`config.mk`:
```
export PLATFORM = sky130hd
export DESIGN_NAME = ioctl_download_streamer
export DESIGN_NICKNAME = d
export VERILOG_FILES = /design/src/rtl/ioctl_pkg.sv /design/src/rtl/ioctl_delay_cnt.sv /design/src/rtl/ioctl_download_streamer.sv
export SDC_FILE = /design/constraint.sdc
export NUM_CORES = 1
export LEC_CHECK = 0
export CORE_UTILIZATION = 50
export CTS_CLUSTER_SIZE = 14
export DETAILED_ROUTE_END_ITERATION = 7
export PLACE_DENSITY = 0.81
export SYNTH_ARGS = -nofsm -noshare
export SYNTH_HDL_FRONTEND = slang
export SYNTH_SLANG_ARGS = --single-unit
export TNS_END_PERCENT = 100
```
`constraint.sdc`:
```
create_clock -name clk_sys -period 2.95 [get_ports clk_sys]
set_input_delay 0.59 -clock clk_sys [delete_from_list [all_inputs] [get_ports clk_sys]]
set_output_delay 0.59 -clock clk_sys [all_outputs]
set_load 0.01 [all_outputs]
```
`src/rtl/ioctl_pkg.sv`:
```
// Shared definitions for the ioctl download path: FSM encoding, default
// widths and the ioctl_index values agreed with the system-side loaders.
package ioctl_pkg;

    typedef enum logic [2:0] {
        ST_IDLE,
        ST_SETUP,
        ST_FETCH,
        ST_WRITE,
        ST_GAP,
        ST_TAIL
    } state_t;

    localparam int ADDR_W_DEF = 25;
    localparam int CNT_W      = 8;

    localparam logic [7:0] IDX_ROM   = 8'd0;
    localparam logic [7:0] IDX_CART  = 8'd1;
    localparam logic [7:0] IDX_BIOS  = 8'd2;
    localparam logic [7:0] IDX_NVRAM = 8'd3;

    // Load value that makes the delay counter reach zero after n cycles in a
    // state (the state is left in the cycle the counter reads zero).
    function automatic logic [CNT_W-1:0] cyc_load(input int n);
        if (n <= 1) begin
            return '0;
        end
        return CNT_W'(n - 1);
    endfunction

endpackage

```
`src/rtl/ioctl_delay_cnt.sv`:
```
// Loadable down-counter with a zero flag; times the SETUP, GAP and TAIL
// phases of the download streamer.
module ioctl_delay_cnt
    import ioctl_pkg::*;
#(
    parameter int W = CNT_W
) (
    input  logic         clk_sys,
    input  logic         reset_n,
    input  logic         load,
    input  logic [W-1:0] load_val,
    output logic         zero
);

    logic [W-1:0] cnt_q;
    logic [W-1:0] cnt_d;

    // Load takes priority; otherwise count down and park at zero.
    always_comb begin
        cnt_d = cnt_q;
        if (load) begin
            cnt_d = load_val;
        end else if (cnt_q != '0) begin
            cnt_d = cnt_q - W'(1);
        end
    end

    // Counter register.
    always_ff @(posedge clk_sys or negedge reset_n) begin
        if (!reset_n) begin
            cnt_q <= '0;
        end else begin
            cnt_q <= cnt_d;
        end
    end

    assign zero = (cnt_q == '0);

endmodule

```
`src/rtl/ioctl_download_streamer.sv`:
```
// Initiator of the ioctl download bus: pulls bytes from a valid/ready source
// and writes them to the consumer with setup/gap/tail timing and ioctl_wait
// back-pressure.
//
//   state  | meaning
//   -------+---------------------------------------------------------------
//   IDLE   | waiting for start; index/addr hold their last values
//   SETUP  | download high, no strobes yet; SETUP_CYC cycles
//   FETCH  | src_ready while wait is low; handshake captures the byte
//   WRITE  | one ioctl_wr cycle, held off while ioctl_wait is high
//   GAP    | at least WR_GAP idle cycles, stretched by ioctl_wait
//   TAIL   | download still high for TAIL_CYC cycles, then done pulse
module ioctl_download_streamer
    import ioctl_pkg::*;
#(
    parameter int ADDR_W    = ADDR_W_DEF,
    parameter int SETUP_CYC = 4,
    parameter int WR_GAP    = 3,
    parameter int TAIL_CYC  = 4
) (
    input  logic              clk_sys,
    input  logic              reset_n,
    input  logic              start,
    input  logic              abort,
    input  logic [7:0]        cfg_index,
    input  logic [ADDR_W-1:0] cfg_base,
    input  logic [ADDR_W-1:0] cfg_len,
    input  logic              src_valid,
    input  logic [7:0]        src_data,
    output logic              src_ready,
    output logic              ioctl_download,
    output logic              ioctl_wr,
    output logic [ADDR_W-1:0] ioctl_addr,
    output logic [7:0]        ioctl_dout,
    output logic [7:0]        ioctl_index,
    input  logic              ioctl_wait,
    output logic              busy,
    output logic              done
);

    localparam logic [CNT_W-1:0] SETUP_LOAD = cyc_load(SETUP_CYC);
    localparam logic [CNT_W-1:0] GAP_LOAD   = cyc_load(WR_GAP);
    localparam logic [CNT_W-1:0] TAIL_LOAD  = cyc_load(TAIL_CYC);

    state_t            state_q, state_d;
    logic [ADDR_W-1:0] addr_q, addr_d;
    logic [ADDR_W-1:0] rem_q, rem_d;
    logic [7:0]        dout_q, dout_d;
    logic [7:0]        index_q, index_d;
    logic              dl_q, dl_d;
    logic              done_q, done_d;
    logic              abort_pend_q, abort_pend_d;

    logic              cnt_load;
    logic [CNT_W-1:0]  cnt_val;
    logic              cnt_zero;
    logic              wr;
    logic              rdy;
    logic              to_tail;

    ioctl_delay_cnt #(.W(CNT_W)) u_delay (
        .clk_sys  (clk_sys),
        .reset_n  (reset_n),
        .load     (cnt_load),
        .load_val (cnt_val),
        .zero     (cnt_zero)
    );

    // Next-state and bus outputs. Every path into TAIL funnels through
    // to_tail so the tail timer is always loaded the same way.
    always_comb begin
        state_d      = state_q;
        addr_d       = addr_q;
        rem_d        = rem_q;
        dout_d       = dout_q;
        index_d      = index_q;
        dl_d         = dl_q;
        done_d       = 1'b0;
        abort_pend_d = abort_pend_q;
        cnt_load     = 1'b0;
        cnt_val      = '0;
        wr           = 1'b0;
        rdy          = 1'b0;
        to_tail      = 1'b0;

        unique case (state_q)
            ST_IDLE: begin
                abort_pend_d = 1'b0;
                if (start) begin
                    index_d  = cfg_index;
                    addr_d   = cfg_base;
                    rem_d    = cfg_len;
                    dl_d     = 1'b1;
                    cnt_load = 1'b1;
                    cnt_val  = SETUP_LOAD;
                    state_d  = ST_SETUP;
                end
            end
            ST_SETUP: begin
                if (abort || (cnt_zero && rem_q == '0)) begin
                    to_tail = 1'b1;
                end else if (cnt_zero) begin
                    state_d = ST_FETCH;
                end
            end
            ST_FETCH: begin
                // Withholding ready during abort keeps a byte from being
                // consumed and then thrown away.
                rdy = !ioctl_wait && !abort;
                if (abort) begin
                    to_tail = 1'b1;
                end else if (rdy && src_valid) begin
                    dout_d  = src_data;
                    state_d = ST_WRITE;
                end
            end
            ST_WRITE: begin
                // An abort seen while the strobe is held off must survive
                // until the strobe has been issued.
                if (abort) begin
                    abort_pend_d = 1'b1;
                end
                if (!ioctl_wait) begin
                    wr    = 1'b1;
                    rem_d = rem_q - ADDR_W'(1);
                    if (abort || abort_pend_q) begin
                        to_tail = 1'b1;
                    end else begin
                        addr_d = addr_q + ADDR_W'(1);
                        if (WR_GAP > 0) begin
                            cnt_load = 1'b1;
                            cnt_val  = GAP_LOAD;
                            state_d  = ST_GAP;
                        end else if (rem_q == ADDR_W'(1)) begin
                            to_tail = 1'b1;
                        end else begin
                            state_d = ST_FETCH;
                        end
                    end
                end
            end
            ST_GAP: begin
                if (abort) begin
                    to_tail = 1'b1;
                end else if (cnt_zero && !ioctl_wait) begin
                    if (rem_q == '0) begin
                        to_tail = 1'b1;
                    end else begin
                        state_d = ST_FETCH;
                    end
                end
            end
            ST_TAIL: begin
                if (cnt_zero) begin
                    dl_d    = 1'b0;
                    done_d  = 1'b1;
                    state_d = ST_IDLE;
                end
            end
            default: begin
                state_d = ST_IDLE;
            end
        endcase

        if (to_tail) begin
            cnt_load = 1'b1;
            cnt_val  = TAIL_LOAD;
            state_d  = ST_TAIL;
        end
    end

    // State and bus registers.
    always_ff @(posedge clk_sys or negedge reset_n) begin
        if (!reset_n) begin
            state_q      <= ST_IDLE;
            addr_q       <= '0;
            rem_q        <= '0;
            dout_q       <= '0;
            index_q      <= '0;
            dl_q         <= 1'b0;
            done_q       <= 1'b0;
            abort_pend_q <= 1'b0;
        end else begin
            state_q      <= state_d;
            addr_q       <= addr_d;
            rem_q        <= rem_d;
            dout_q       <= dout_d;
            index_q      <= index_d;
            dl_q         <= dl_d;
            done_q       <= done_d;
            abort_pend_q <= abort_pend_d;
        end
    end

    assign src_ready      = rdy;
    assign ioctl_wr       = wr;
    assign ioctl_download = dl_q;
    assign ioctl_addr     = addr_q;
    assign ioctl_dout     = dout_q;
    assign ioctl_index    = index_q;
    assign busy           = (state_q != ST_IDLE);
    assign done           = done_q;

endmodule

```
==> metrics.log <==
INFO  metric max-clock-path-buffers = 2
INFO  metric violations = DRC
INFO  metric timing.critical_path.arrival = 1.99 ns
INFO  metric dpl.cell_count = 750
INFO  metric fin_crit = 2.584 ns
INFO  metric worst_ir_drop_vdd = 0.0005060 V
INFO  metric critPathSlowestCell = sky130_fd_sc_hd__clkdlybuf4s50_1
INFO  metric yosysUniqueCellTypes = 57
INFO  metric fraction_of_power_consumed_by_the_clock_network = 0.167
INFO  metric grt_max_degree = 81
INFO  metric dp_hpwl = 8951 um
INFO  metric worstReg2RegEnd = u_delay.cnt_q[2]$_DFFE_PN0P_
INFO  metric synthDominantAreaCellType = sky130_fd_sc_hd__dfrtp_1
INFO  metric timing.max_cap.violations = 0
INFO  metric final.period_utilization = 0.8760
INFO  metric critical_path_depth = 4
INFO  metric synth_seq_area_share = 0.4309
INFO  metric die-width = 98.39 um
INFO  metric async_flop_share = 1.000
INFO  metric grt_overflow_total = 0
INFO  metric number_of_cells_upsized_or_downsized_after_cts = 0
INFO  metric setup_viol = 0
INFO  metric fin_skew = 0.01392 ns
INFO  metric most_numerous_cell_types_in_the_synthesized_netlist = sky130_fd_sc_hd__dfrtp_1 (80), sky130_fd_sc_hd__nand2_1 (66), sky130_fd_sc_hd__a21oi_1 (62)
INFO  metric hold_path.class = in2async
INFO  metric netSwitchingFraction = 0.3849
INFO  metric synth_nets = 622
INFO  metric clkSinkCount = 80
INFO  metric power.leakage = 2.468 nW
INFO  metric crit_buf_inv = 2
INFO  metric finalInstanceArea = 6145 sq um
INFO  metric port_buffers = 117
INFO  metric core_region_area = 8848 sq um
INFO  metric slew-limit-headroom = 0.3071
INFO  metric cts_root_buffer = sky130_fd_sc_hd__clkbuf_8
INFO  metric yosysTopAreaCellShare = 0.4309
INFO  metric type_of_element_launching_the_critical_path = primary input
INFO  metric ctsHtreeMaxLevel = 3
INFO  metric cellInternalPower = 3.099 mW
INFO  metric path_delay_family = buffers and inverters
INFO  metric layout-drive-gt1-share = 0.08055
INFO  metric worst_path_most_repeated_cell = sky130_fd_sc_hd__clkdlybuf4s50_1
INFO  metric placement_rows = 34
INFO  metric starting_density_of_the_core = 0.5250
INFO  metric power.density = 819.9 nW/um^2
INFO  metric drt-total-wl = 12890 um
INFO  metric ys_warn_count = 0
INFO  metric antenna_left = 0
INFO  metric fin_util = 0.6944
INFO  metric crit_path_from = abort
INFO  metric num_antenna_cells = 0
INFO  metric yosysMostFrequentCell = sky130_fd_sc_hd__dfrtp_1
INFO  metric initialDrtViolationCount = 300
INFO  metric avgSynthCellArea = 8.524 sq um
INFO  metric mean_number_of_vias_per_cell = 6.121
INFO  metric wl_per_cell = 16.83 um
INFO  metric synth_edf_count = 0
INFO  metric hold-worst-slack = 0.4090 ns
INFO  metric yosys_register_bits = 80
INFO  metric path_class = in2out
INFO  metric crit_fanout = 6
INFO  metric switching_power = 1.939 mW
INFO  metric areaGrowthSynthToFinish = 32.26%
INFO  metric postSynthCellCount = 545
INFO  metric rrSetupSlack = 0.62 ns
INFO  metric numCtsBuffers = 9
INFO  metric tritoncts = built
INFO  metric status = finished with violations
INFO  metric syn_area = 4646 sq um
INFO  metric cts.repair_timing.setup_buffer_count = 0
INFO  metric clock_insertion_delay_worst_skew = 0.35 ns
INFO  metric clkTransAtPathRegs = 0.08 ns
INFO  metric drc = 1
INFO  metric gpl.final_weighted_congestion = 0.8963
INFO  metric seqPwrFrac = 0.429
INFO  metric cp_cell_sequence = clkdlybuf4s50_1 -> nor2_1 -> and3_1 -> clkdlybuf4s50_1
INFO  metric fp.dieH = 98.39 um
INFO  metric critPathMaxStageDelay = 0.54 ns
INFO  metric dpl-instance-area = 5937 sq um
INFO  metric combPwrFrac = 0.403
INFO  metric final_layout_setup_total_negative_slack = 0 ns
INFO  metric number_of_primary_i_o_pins = 118
INFO  metric hold_viol = 0
INFO  metric regToRegStartpoint = u_delay.cnt_q[3]$_DFFE_PN0P_
INFO  metric yosys_most_used_dff = sky130_fd_sc_hd__dfrtp_1
INFO  metric worst_setup_path_end_kind = output port
INFO  metric number_of_nets_in_the_layout = 730
INFO  metric final_non_filler_cell_total = 766
INFO  metric drt_pre_antenna_iters = 8
INFO  metric first_global_vias = 4469
INFO  metric number_of_antenna_violations_at_the_first_check_in_global_routing = 0
INFO  metric worst_max_slew_pin_slew = 1.039 ns
INFO  metric timing.critical_path.to = src_ready
INFO  metric globalRouteTotalUtil = 0.2658
INFO  metric global_route_wire_length_before_repair = 20770 um
INFO  metric detailroute.via_count = 4689
INFO  metric drv_slew = 0
INFO  metric die_area = 9681 sq um
INFO  metric worstPathRequired = 2.36 ns
INFO  metric max_clock_freq = 387.0 MHz
INFO  metric r2r.worst_path.cells = 6
INFO  metric synthTopCellsByArea = sky130_fd_sc_hd__dfrtp_1 (43%), sky130_fd_sc_hd__a21oi_1 (6.7%), sky130_fd_sc_hd__nand2_1 (5.3%)
INFO  metric cts-hold-fix-buffers = 0
INFO  metric rsz0062_at_grt = false
cell families after synthesis:
group | count (synthesis) | synth area share
AND/OR/NAND/NOR | 231 | 0.2599
AO/OA/AOI/OAI | 166 | 0.2206
flip-flops | 80 | 0.4309
buffers and inverters | 47 | 0.04013
multiplexers | 9 | 0.02182
XOR/XNOR | 7 | 0.01320
adder cells (fa/ha/maj) | 5 | 0.01347
layout by cell type, fill, tap and decap left out, types with 16 or more instances in the layout:
| cell type | n |
|---|---|
| sky130_fd_sc_hd__a21oi_1 | 60 |
| sky130_fd_sc_hd__and3_1 | 16 |
| sky130_fd_sc_hd__buf_4 | 18 |
| sky130_fd_sc_hd__clkdlybuf4s50_1 | 116 |
| sky130_fd_sc_hd__dfrtp_1 | 80 |
| sky130_fd_sc_hd__nand2_1 | 66 |
| sky130_fd_sc_hd__nand3_1 | 27 |
| sky130_fd_sc_hd__nor2_1 | 47 |
| sky130_fd_sc_hd__o21ai_0 | 30 |
| sky130_fd_sc_hd__o22ai_1 | 17 |
how the worst min path moves through the flow:
stage | startpoint | to | slack [ns]
final | reset_n | rem_q[20]$_DFFE_PN0P_ | 0.41
after floorplan | reset_n | abort_pend_q$_DFFE_PN0P_ | 0.29
after global placement | ioctl_index[6]$_DFFE_PN0P_ | ioctl_index[6]$_DFFE_PN0P_ | 0.46
after CTS | reset_n | ioctl_addr[5]$_DFFE_PN0P_ | 0.45
after global routing | reset_n | rem_q[20]$_DFFE_PN0P_ | 0.50
after detailed placement | ioctl_index[1]$_DFFE_PN0P_ | ioctl_index[1]$_DFFE_PN0P_ | 0.46
power groups by stage:
stage / sequential, mW / combinational, mW / clock (mW)
after CTS: 2.15 / 2.03 / 0.857
after detailed placement: 2.16 / 2.02 / 0
final: 2.16 / 2.03 / 0.843
after global routing: 2.23 / 2.22 / 0.909
after global placement: 2.13 / 1.97 / 0
after floorplan: 2.11 / 1.11 / 0
final cells by class:
| class | count | area [sq um] |
|---|---|---|
| Inverter | 10 | 37.54 |
| Clock buffer | 12 | 155.1 |
| Multi-Input combinational cell | 418 | 2466 |
| Clock inverter | 4 | 52.55 |
| Tap cell | 108 | 135.1 |
| Fill cell | 690 | 2704 |
| Timing Repair Buffer | 134 | 1296 |
| Sequential cell | 80 | 2002 |
registers in the layout, indices dropped and copies added, names as in the netlist:
register	cells
abort_pend_q	1
done	1
ioctl_addr	25
ioctl_dout	8
ioctl_download	1
ioctl_index	8
rem_q	25
state_q	3
u_delay.cnt_q	8
metrics by stage:
stage | setup WS, ns | power [mW]
after floorplan | 0.8401 | 3.220
after global placement | 0.4229 | 4.093
after detailed placement | 0.3897 | 4.183
after CTS | 0.3753 | 5.037
after global routing | 0.2889 | 5.358
final | 0.3658 | 5.038
worst register-to-register path, cell delays in order, from the launching register on:
cell,delay [ns]
sky130_fd_sc_hd__dfrtp_1,0.44
sky130_fd_sc_hd__or4_4,0.57
sky130_fd_sc_hd__or4b_4,0.57
sky130_fd_sc_hd__nor2_1,0.12
sky130_fd_sc_hd__a21oi_1,0.15
sky130_fd_sc_hd__buf_4,0.22
sky130_fd_sc_hd__and3_1,0.16
routing by layer:
| layer | vias up | track usage | wire length (um) |
|---|---|---|---|
| met4 | 0 | 0.1056 | 276 |
| li1 | 2228 | - | - |
| met2 | 200 | 0.4415 | 6253 |
| met5 | - | 0 | 0 |
| met3 | 28 | 0.04939 | 881 |
| met1 | 2233 | 0.3443 | 5477 |
(Power assumes the default switching activity.)
